===== src/rtl/serial_sub_pkg.sv =====
// Shared definitions for the bit-serial subtractor: state encoding and counter sizing.
package serial_sub_pkg;

    localparam logic [1:0] IDLE = 2'd0;
    localparam logic [1:0] RUN  = 2'd1;
    localparam logic [1:0] DONE = 2'd2;

    typedef enum logic [1:0] {
        StIdle = IDLE,
        StRun  = RUN,
        StDone = DONE
    } state_e;

    // Bit counter must be able to hold the value WIDTH.
    function automatic int cnt_w(input int width);
        return $clog2(width + 1);
    endfunction

endpackage


===== src/rtl/full_subtractor.sv =====
// One-bit full subtractor: o_d = i_a - i_b - i_bin, o_bout set when the bit needs a borrow.
module full_subtractor (
    input  logic i_a,
    input  logic i_b,
    input  logic i_bin,
    output logic o_d,
    output logic o_bout
);

    // Difference bit and borrow-out of a single column.
    always_comb begin
        o_d    = i_a ^ i_b ^ i_bin;
        o_bout = (~i_a & i_b) | (~(i_a ^ i_b) & i_bin);
    end

endmodule


===== src/rtl/serial_subtractor.sv =====
// Bit-serial subtractor, LSB first, behind valid/ready operand and result handshakes.
module serial_subtractor
    import serial_sub_pkg::*;
#(
    parameter int unsigned WIDTH = 8
) (
    input  logic             clk,
    input  logic             rst_n,
    input  logic             in_valid,
    output logic             in_ready,
    input  logic [WIDTH-1:0] a,
    input  logic [WIDTH-1:0] b,
    input  logic             bin,
    output logic             out_valid,
    input  logic             out_ready,
    output logic [WIDTH-1:0] diff,
    output logic             bout,
    output logic             zero
);

    localparam int CntW = cnt_w(WIDTH);

    state_e           r_state;
    state_e           w_state_next;
    logic [WIDTH-1:0] r_sa;
    logic [WIDTH-1:0] r_sb;
    logic [WIDTH-1:0] r_diff;
    logic [WIDTH-1:0] w_diff_next;
    logic [CntW-1:0]  r_cnt;
    logic             r_borrow;
    logic             r_bout;
    logic             r_zero;
    logic             w_d_bit;
    logic             w_borrow_next;
    logic             w_accept;
    logic             w_last;

    full_subtractor u_full_subtractor (
        .i_a    (r_sa[0]),
        .i_b    (r_sb[0]),
        .i_bin  (r_borrow),
        .o_d    (w_d_bit),
        .o_bout (w_borrow_next)
    );

    // Handshake decode, result-shift value and FSM next state.
    always_comb begin
        w_accept    = (r_state == StIdle) && in_valid;
        w_last      = (r_cnt == CntW'(WIDTH - 1));
        w_diff_next = r_diff >> 1;
        w_diff_next[WIDTH-1] = w_d_bit;
        w_state_next = r_state;
        unique case (r_state)
            StIdle:  if (in_valid) w_state_next = StRun;
            StRun:   if (w_last) w_state_next = StDone;
            StDone:  if (out_ready) w_state_next = StIdle;
            default: w_state_next = StIdle;
        endcase
    end

    // State register with synchronous reset; reset aborts any operation in flight.
    always_ff @(posedge clk) begin
        if (!rst_n) begin
            r_state <= StIdle;
        end else begin
            r_state <= w_state_next;
        end
    end

    // Operand/result shift registers, borrow flop, bit counter and result flags.
    always_ff @(posedge clk) begin
        if (!rst_n) begin
            r_sa     <= '0;
            r_sb     <= '0;
            r_diff   <= '0;
            r_cnt    <= '0;
            r_borrow <= 1'b0;
            r_bout   <= 1'b0;
            r_zero   <= 1'b0;
        end else if (w_accept) begin
            r_sa     <= a;
            r_sb     <= b;
            r_borrow <= bin;
            r_cnt    <= '0;
        end else if (r_state == StRun) begin
            r_sa     <= r_sa >> 1;
            r_sb     <= r_sb >> 1;
            r_borrow <= w_borrow_next;
            r_diff   <= w_diff_next;
            r_cnt    <= r_cnt + CntW'(1);
            // Flags are captured only on the final bit so they stay valid through DONE.
            if (w_last) begin
                r_bout <= w_borrow_next;
                r_zero <= (w_diff_next == '0);
            end
        end
    end

    // Handshake outputs depend on state only; data outputs come straight from flops.
    always_comb begin
        in_ready  = (r_state == StIdle);
        out_valid = (r_state == StDone);
        diff      = r_diff;
        bout      = r_bout;
        zero      = r_zero;
    end

endmodule

===== config.mk =====
export PLATFORM = sky130hd
export DESIGN_NAME = serial_subtractor
export DESIGN_NICKNAME = d
export VERILOG_FILES = /design/src/rtl/serial_sub_pkg.sv /design/src/rtl/full_subtractor.sv /design/src/rtl/serial_subtractor.sv
export SDC_FILE = /design/constraint.sdc
export NUM_CORES = 1
export LEC_CHECK = 0
export BUFFER_PORTS_ARGS = -buffer_cell sky130_fd_sc_hd__buf_2
export CAP_MARGIN = 20
export CORE_MARGIN = 5
export CORE_UTILIZATION = 56
export CTS_CLUSTER_SIZE = 20
export DETAILED_ROUTE_END_ITERATION = 10
export HOLD_SLACK_MARGIN = 0.1
export PLACE_DENSITY = 0.85
export SETUP_SLACK_MARGIN = 0.2
export SKIP_LAST_GASP = 1
export SYNTH_ARGS = -nofsm -noshare
export SYNTH_HDL_FRONTEND = slang
export SYNTH_SLANG_ARGS = --single-unit
export TNS_END_PERCENT = 1

===== constraint.sdc =====
create_clock -name clk -period 3.5 [get_ports clk]
set_input_delay 0.7 -clock clk [delete_from_list [all_inputs] [get_ports clk]]
set_output_delay 0.7 -clock clk [all_outputs]
set_load 0.02 [all_outputs]

==> metrics.txt <==
# TYPE chip_impl_metric gauge
chip_impl_info{name="crit_path_end",value="out_valid"} 1
chip_impl_metric{name="grt_max_degree",unit=""} 23
chip_impl_metric{name="clock_sinks",unit=""} 33
chip_impl_metric{name="io_pins",unit=""} 33
chip_impl_metric{name="drive_gt1_share",unit="%"} 23.71
chip_impl_metric{name="detail_route.vias_per_cell",unit=""} 5.777
chip_impl_metric{name="mappedNetlistArea",unit="sq um"} 1428
chip_impl_info{name="reg2reg_to",value="r_cnt[3]"} 1
chip_impl_metric{name="first_global_vias",unit=""} 1201
chip_impl_info{name="cts_root_buffer",value="clkbuf_4"} 1
chip_impl_metric{name="drc_errors",unit=""} 0
chip_impl_metric{name="sw_frac_of_total",unit="%"} 25.82
chip_impl_metric{name="critical_path_cell_count",unit=""} 3
chip_impl_metric{name="diodes",unit=""} 0
chip_impl_metric{name="critPathMaxFanout",unit=""} 17
chip_impl_metric{name="clkPwrFrac",unit="%"} 32.1
chip_impl_metric{name="port_buffer_count",unit=""} 32
chip_impl_metric{name="hold_slack",unit="ns"} 0.4674
chip_impl_metric{name="power_report.internal_total",unit="mW"} 0.5530
chip_impl_info{name="cts_tree",value="built"} 1
chip_impl_metric{name="required_worst_endpoint",unit="ns"} 2.80
chip_impl_metric{name="met1_length",unit="mm"} 1.336
chip_impl_metric{name="clk_path_buf_depth",unit=""} 2
chip_impl_metric{name="synth.lib_cells_used.distinct",unit=""} 36
chip_impl_metric{name="critPathArrivalTime",unit="ns"} 1.59
chip_impl_metric{name="gp_routability_congestion",unit=""} 0.8048
chip_impl_metric{name="total_die_area",unit="sq um"} 3659
chip_impl_metric{name="power.sequential.fraction",unit="%"} 55.3
chip_impl_metric{name="detailroute.wirelength.met2",unit="mm"} 1.419
chip_impl_metric{name="power.static_leakage",unit="nW"} 0.6490
chip_impl_metric{name="grt_overflow",unit=""} 0
chip_impl_metric{name="slew_headroom",unit="%"} 48.56
chip_impl_metric{name="detail_route.first_pass.iterations",unit=""} 4
chip_impl_metric{name="dpl.hpwl",unit="mm"} 2.140
chip_impl_info{name="critical_path.endpoint_type",value="primary output"} 1
chip_impl_metric{name="critical_path_buf_inv_count",unit=""} 2
chip_impl_info{name="slowest_stage",value="clkinv_1"} 1
chip_impl_metric{name="first_iter_violations",unit=""} 59
chip_impl_metric{name="max_freq",unit="MHz"} 436.7
chip_impl_metric{name="wirelength",unit="mm"} 3.008
chip_impl_info{name="hold_path_class",value="flop to flop"} 1
chip_impl_metric{name="share_comb_of_total_power",unit="%"} 12.6
chip_impl_metric{name="worst_reg2reg_path_depth",unit=""} 3
chip_impl_metric{name="die_h",unit="microns"} 60.49
chip_impl_metric{name="post_cts_resized",unit=""} 0
chip_impl_info{name="synth_top_area_cell",value="dfxtp_1"} 1
chip_impl_metric{name="setup_viol",unit=""} 0
chip_impl_metric{name="synth.yosys.warnings",unit=""} 0
chip_impl_metric{name="regToRegSetupSlack",unit="ns"} 1.65
chip_impl_metric{name="final.min_clock_period",unit="ns"} 2.290
chip_impl_info{name="path_class",value="flop to primary output"} 1
chip_impl_info{name="routed.top_layer",value="met4"} 1
chip_impl_info{name="series_of_cell_instances_along_the_critical_path",value="clkinv_1 > nor2_1 > buf_2"} 1
chip_impl_metric{name="layout-area-overhead-vs-synth",unit="%"} 14.64
chip_impl_metric{name="skew",unit="ns"} 0.006765
chip_impl_metric{name="place_worst_setup_slack",unit="ns"} 1.613
chip_impl_metric{name="powerDensity",unit="nW/um^2"} 455.5
chip_impl_metric{name="wl_met3",unit="microns"} 196
chip_impl_info{name="critical-path-top-delay-family",value="buffers and inverters"} 1
chip_impl_metric{name="worstMarginPinSlew",unit="ns"} 0.7705
chip_impl_metric{name="fin_setup_tns",unit="ns"} 0
chip_impl_metric{name="number_of_nets_with_antenna_violations_after_detailed_routing",unit=""} 0
chip_impl_metric{name="clk_pin_slew_worst_paths",unit="ns"} 0.10
chip_impl_metric{name="number_of_hold_slack_violations_in_the_final_timing_report",unit=""} 0
chip_impl_info{name="reg2reg_start",value="r_state[0]"} 1
chip_impl_metric{name="synth_seq_area_share",unit="%"} 46.28
chip_impl_metric{name="p_switching",unit="mW"} 0.1925
chip_impl_metric{name="aggregate_global_route_resource_usage",unit="%"} 18.41
chip_impl_metric{name="cts_inserted_buffers",unit=""} 5
chip_impl_metric{name="timing_max_transition_violations_final",unit=""} 0
chip_impl_info{name="timing.critical_path.from",value="r_state[1]"} 1
chip_impl_info{name="status",value="completed"} 1
chip_impl_metric{name="synth.top_cell.area_share",unit="%"} 46.28
chip_impl_info{name="crit_path_start_kind",value="flop"} 1
chip_impl_metric{name="final.period_utilization",unit="%"} 65.42
chip_impl_info{name="worstHoldStart",value="diff[0]"} 1
chip_impl_metric{name="post_cts_setup_buffer_count",unit=""} 0
chip_impl_metric{name="max-vdd-ir-drop",unit="mV"} 0.4111
chip_impl_metric{name="number_of_violations_of_the_max_capacitance_limit",unit=""} 0
chip_impl_metric{name="critPathMaxStageDelay",unit="ns"} 0.45
chip_impl_metric{name="routed_wire_length_per_instance",unit="microns"} 13.43
chip_impl_metric{name="cts-htree-levels",unit=""} 2
chip_impl_metric{name="syn_avg_cell_area",unit="sq um"} 8.705
chip_impl_metric{name="mappedNetlistNets",unit=""} 187
chip_impl_metric{name="final.setup.worst_slack",unit="ns"} 1.210
chip_impl_metric{name="final_core_util",unit="%"} 66.67
chip_impl_metric{name="vias",unit=""} 1294
chip_impl_metric{name="holdBufCountCts",unit=""} 0
chip_impl_info{name="grt_setup_unrepaired",value="no"} 1
chip_impl_metric{name="antenna_found_initial",unit=""} 0
chip_impl_metric{name="yosys_register_bits",unit=""} 33
chip_impl_metric{name="clkLatencyLatePin",unit="ns"} 0.33
chip_impl_metric{name="fp.coreArea",unit="sq um"} 2455
chip_impl_metric{name="initial_core_util",unit="%"} 58.15
chip_impl_metric{name="synthesis.instances",unit=""} 164
chip_impl_metric{name="grt_pass1_wl",unit="mm"} 5.119
chip_impl_metric{name="chipWidth",unit="microns"} 60.49
chip_impl_metric{name="row_count",unit=""} 18
chip_impl_info{name="cells_taking_the_most_area_after_synthesis",value="dfxtp_1 46%, a21oi_1 8.1%, o2bb2ai_1 5.5%, nand2_1 5.0%, o21ai_0 4.9%"} 1
chip_impl_metric{name="nets",unit=""} 216
[worst register-to-register path, cell delays in order (launching register included)]
cell and delay [ns]:
dfxtp_1 0.83, nand2b_1 0.38, or3_1 0.39, a31oi_1 0.16
[flip-flops by register name, summed over array words and instances (netlist names)]
name,count
bout,1
diff,8
r_borrow,1
r_cnt,4
r_sa,8
r_sb,8
r_state,2
zero,1
[area by class of cell]
cell class | instances | area, sq um
fill | 213 | 818.3
clock inverter | 1 | 5.005
sequential | 33 | 660.6
multi-input combinational | 116 | 689.4
inverter | 5 | 18.77
timing repair buffer | 32 | 160.2
clock buffer | 7 | 65.06
tap | 30 | 37.54
[through the flow]
step	cells	cell area (sq um)	power (mW)
3_3_place_gp	216	1567	0.5103
6_report	224	1637	0.7454
2_1_floorplan	164	1428	0.4888
4_1_cts	224	1637	0.7512
5_1_grt	224	1637	0.7845
3_5_place_dp	216	1567	0.5145
[worst min-delay path by stage]
stage | slack (ns) | cells after the start | endpoint
finish | 0.47 | 2 | diff[0]
global route | 0.51 | 2 | diff[1]
CTS | 0.48 | 2 | diff[0]
detailed placement | 0.46 | 2 | diff[0]
global placement | 0.45 | 2 | diff[0]
floorplan | 0.45 | 2 | r_sa[7]
[cells by family (layout without fill, tap and decap cells)]
logic type | Yosys count | count (layout) | share of synthesized area [%]
buf+inv | 15 | 45 | 5.434
flops | 33 | 33 | 46.27
compound gates | 64 | 64 | 29.36
fa+ha+maj | 2 | 2 | 2.279
mux | 1 | 1 | 0.7012
simple gates | 49 | 49 | 15.95
[Yosys cell counts, drive strengths merged]
master	n
o21ai	15
nor4	2
ha	1
o21bai	1
nand2	19
nand3b	3
mux2i	1
o21a	1
a211oi	2
or2b	1
a31oi	2
a21oi	23
clkinv	2
o21ba	1
fa	1
nand2b	1
nand4	1
a22oi	1
nor3	1
or3	1
nor2	16
nand3	2
dfxtp	33
o22ai	5
clkbuf	2
o2bb2ai	9
and3b	1
and2b	1
a221oi	2
inv	3
a32oi	2
buf	8
[layer usage]
layer	up-vias	global-route usage, %
met4	0	8.359
li1	652	-
met5	-	0
met1	602	21.84
met2	33	30.86
met3	7	5.319
[cells in the final DEF, fill, tap and decap left out]
cell,count
or3_1,1
o21bai_4,1
a221oi_2,2
inv_1,2
a31oi_1,2
ha_1,1
buf_2,32
mux2i_1,1
o2bb2ai_1,9
a22oi_1,1
o21ba_2,1
a32oi_1,2
nor4_1,2
fa_1,1
nand3b_1,3
or2b_4,1
nand4_1,1
clkbuf_4,5
nand3_1,2
o22ai_1,5
nor3_1,1
nand2b_1,1
a21oi_1,23
clkinv_1,2
nor2_1,16
clkinv_2,1
dfxtp_1,33
and3b_1,1
inv_2,1
o21a_1,1
a211oi_1,2
o21ai_0,14
o21ai_1,1
and2b_1,1
clkbuf_8,2
nand2_1,19
[power groups by stage]
stage	Combinational (mW)	Sequential, mW	Clock, mW
global placement	0.0903	0.420	0
detailed placement	0.0939	0.421	0
global route	0.106	0.416	0.263
finish	0.0938	0.412	0.239
floorplan	0.0730	0.416	0
CTS	0.0942	0.412	0.245
Note: power is estimated with default switching activity, not from simulation.
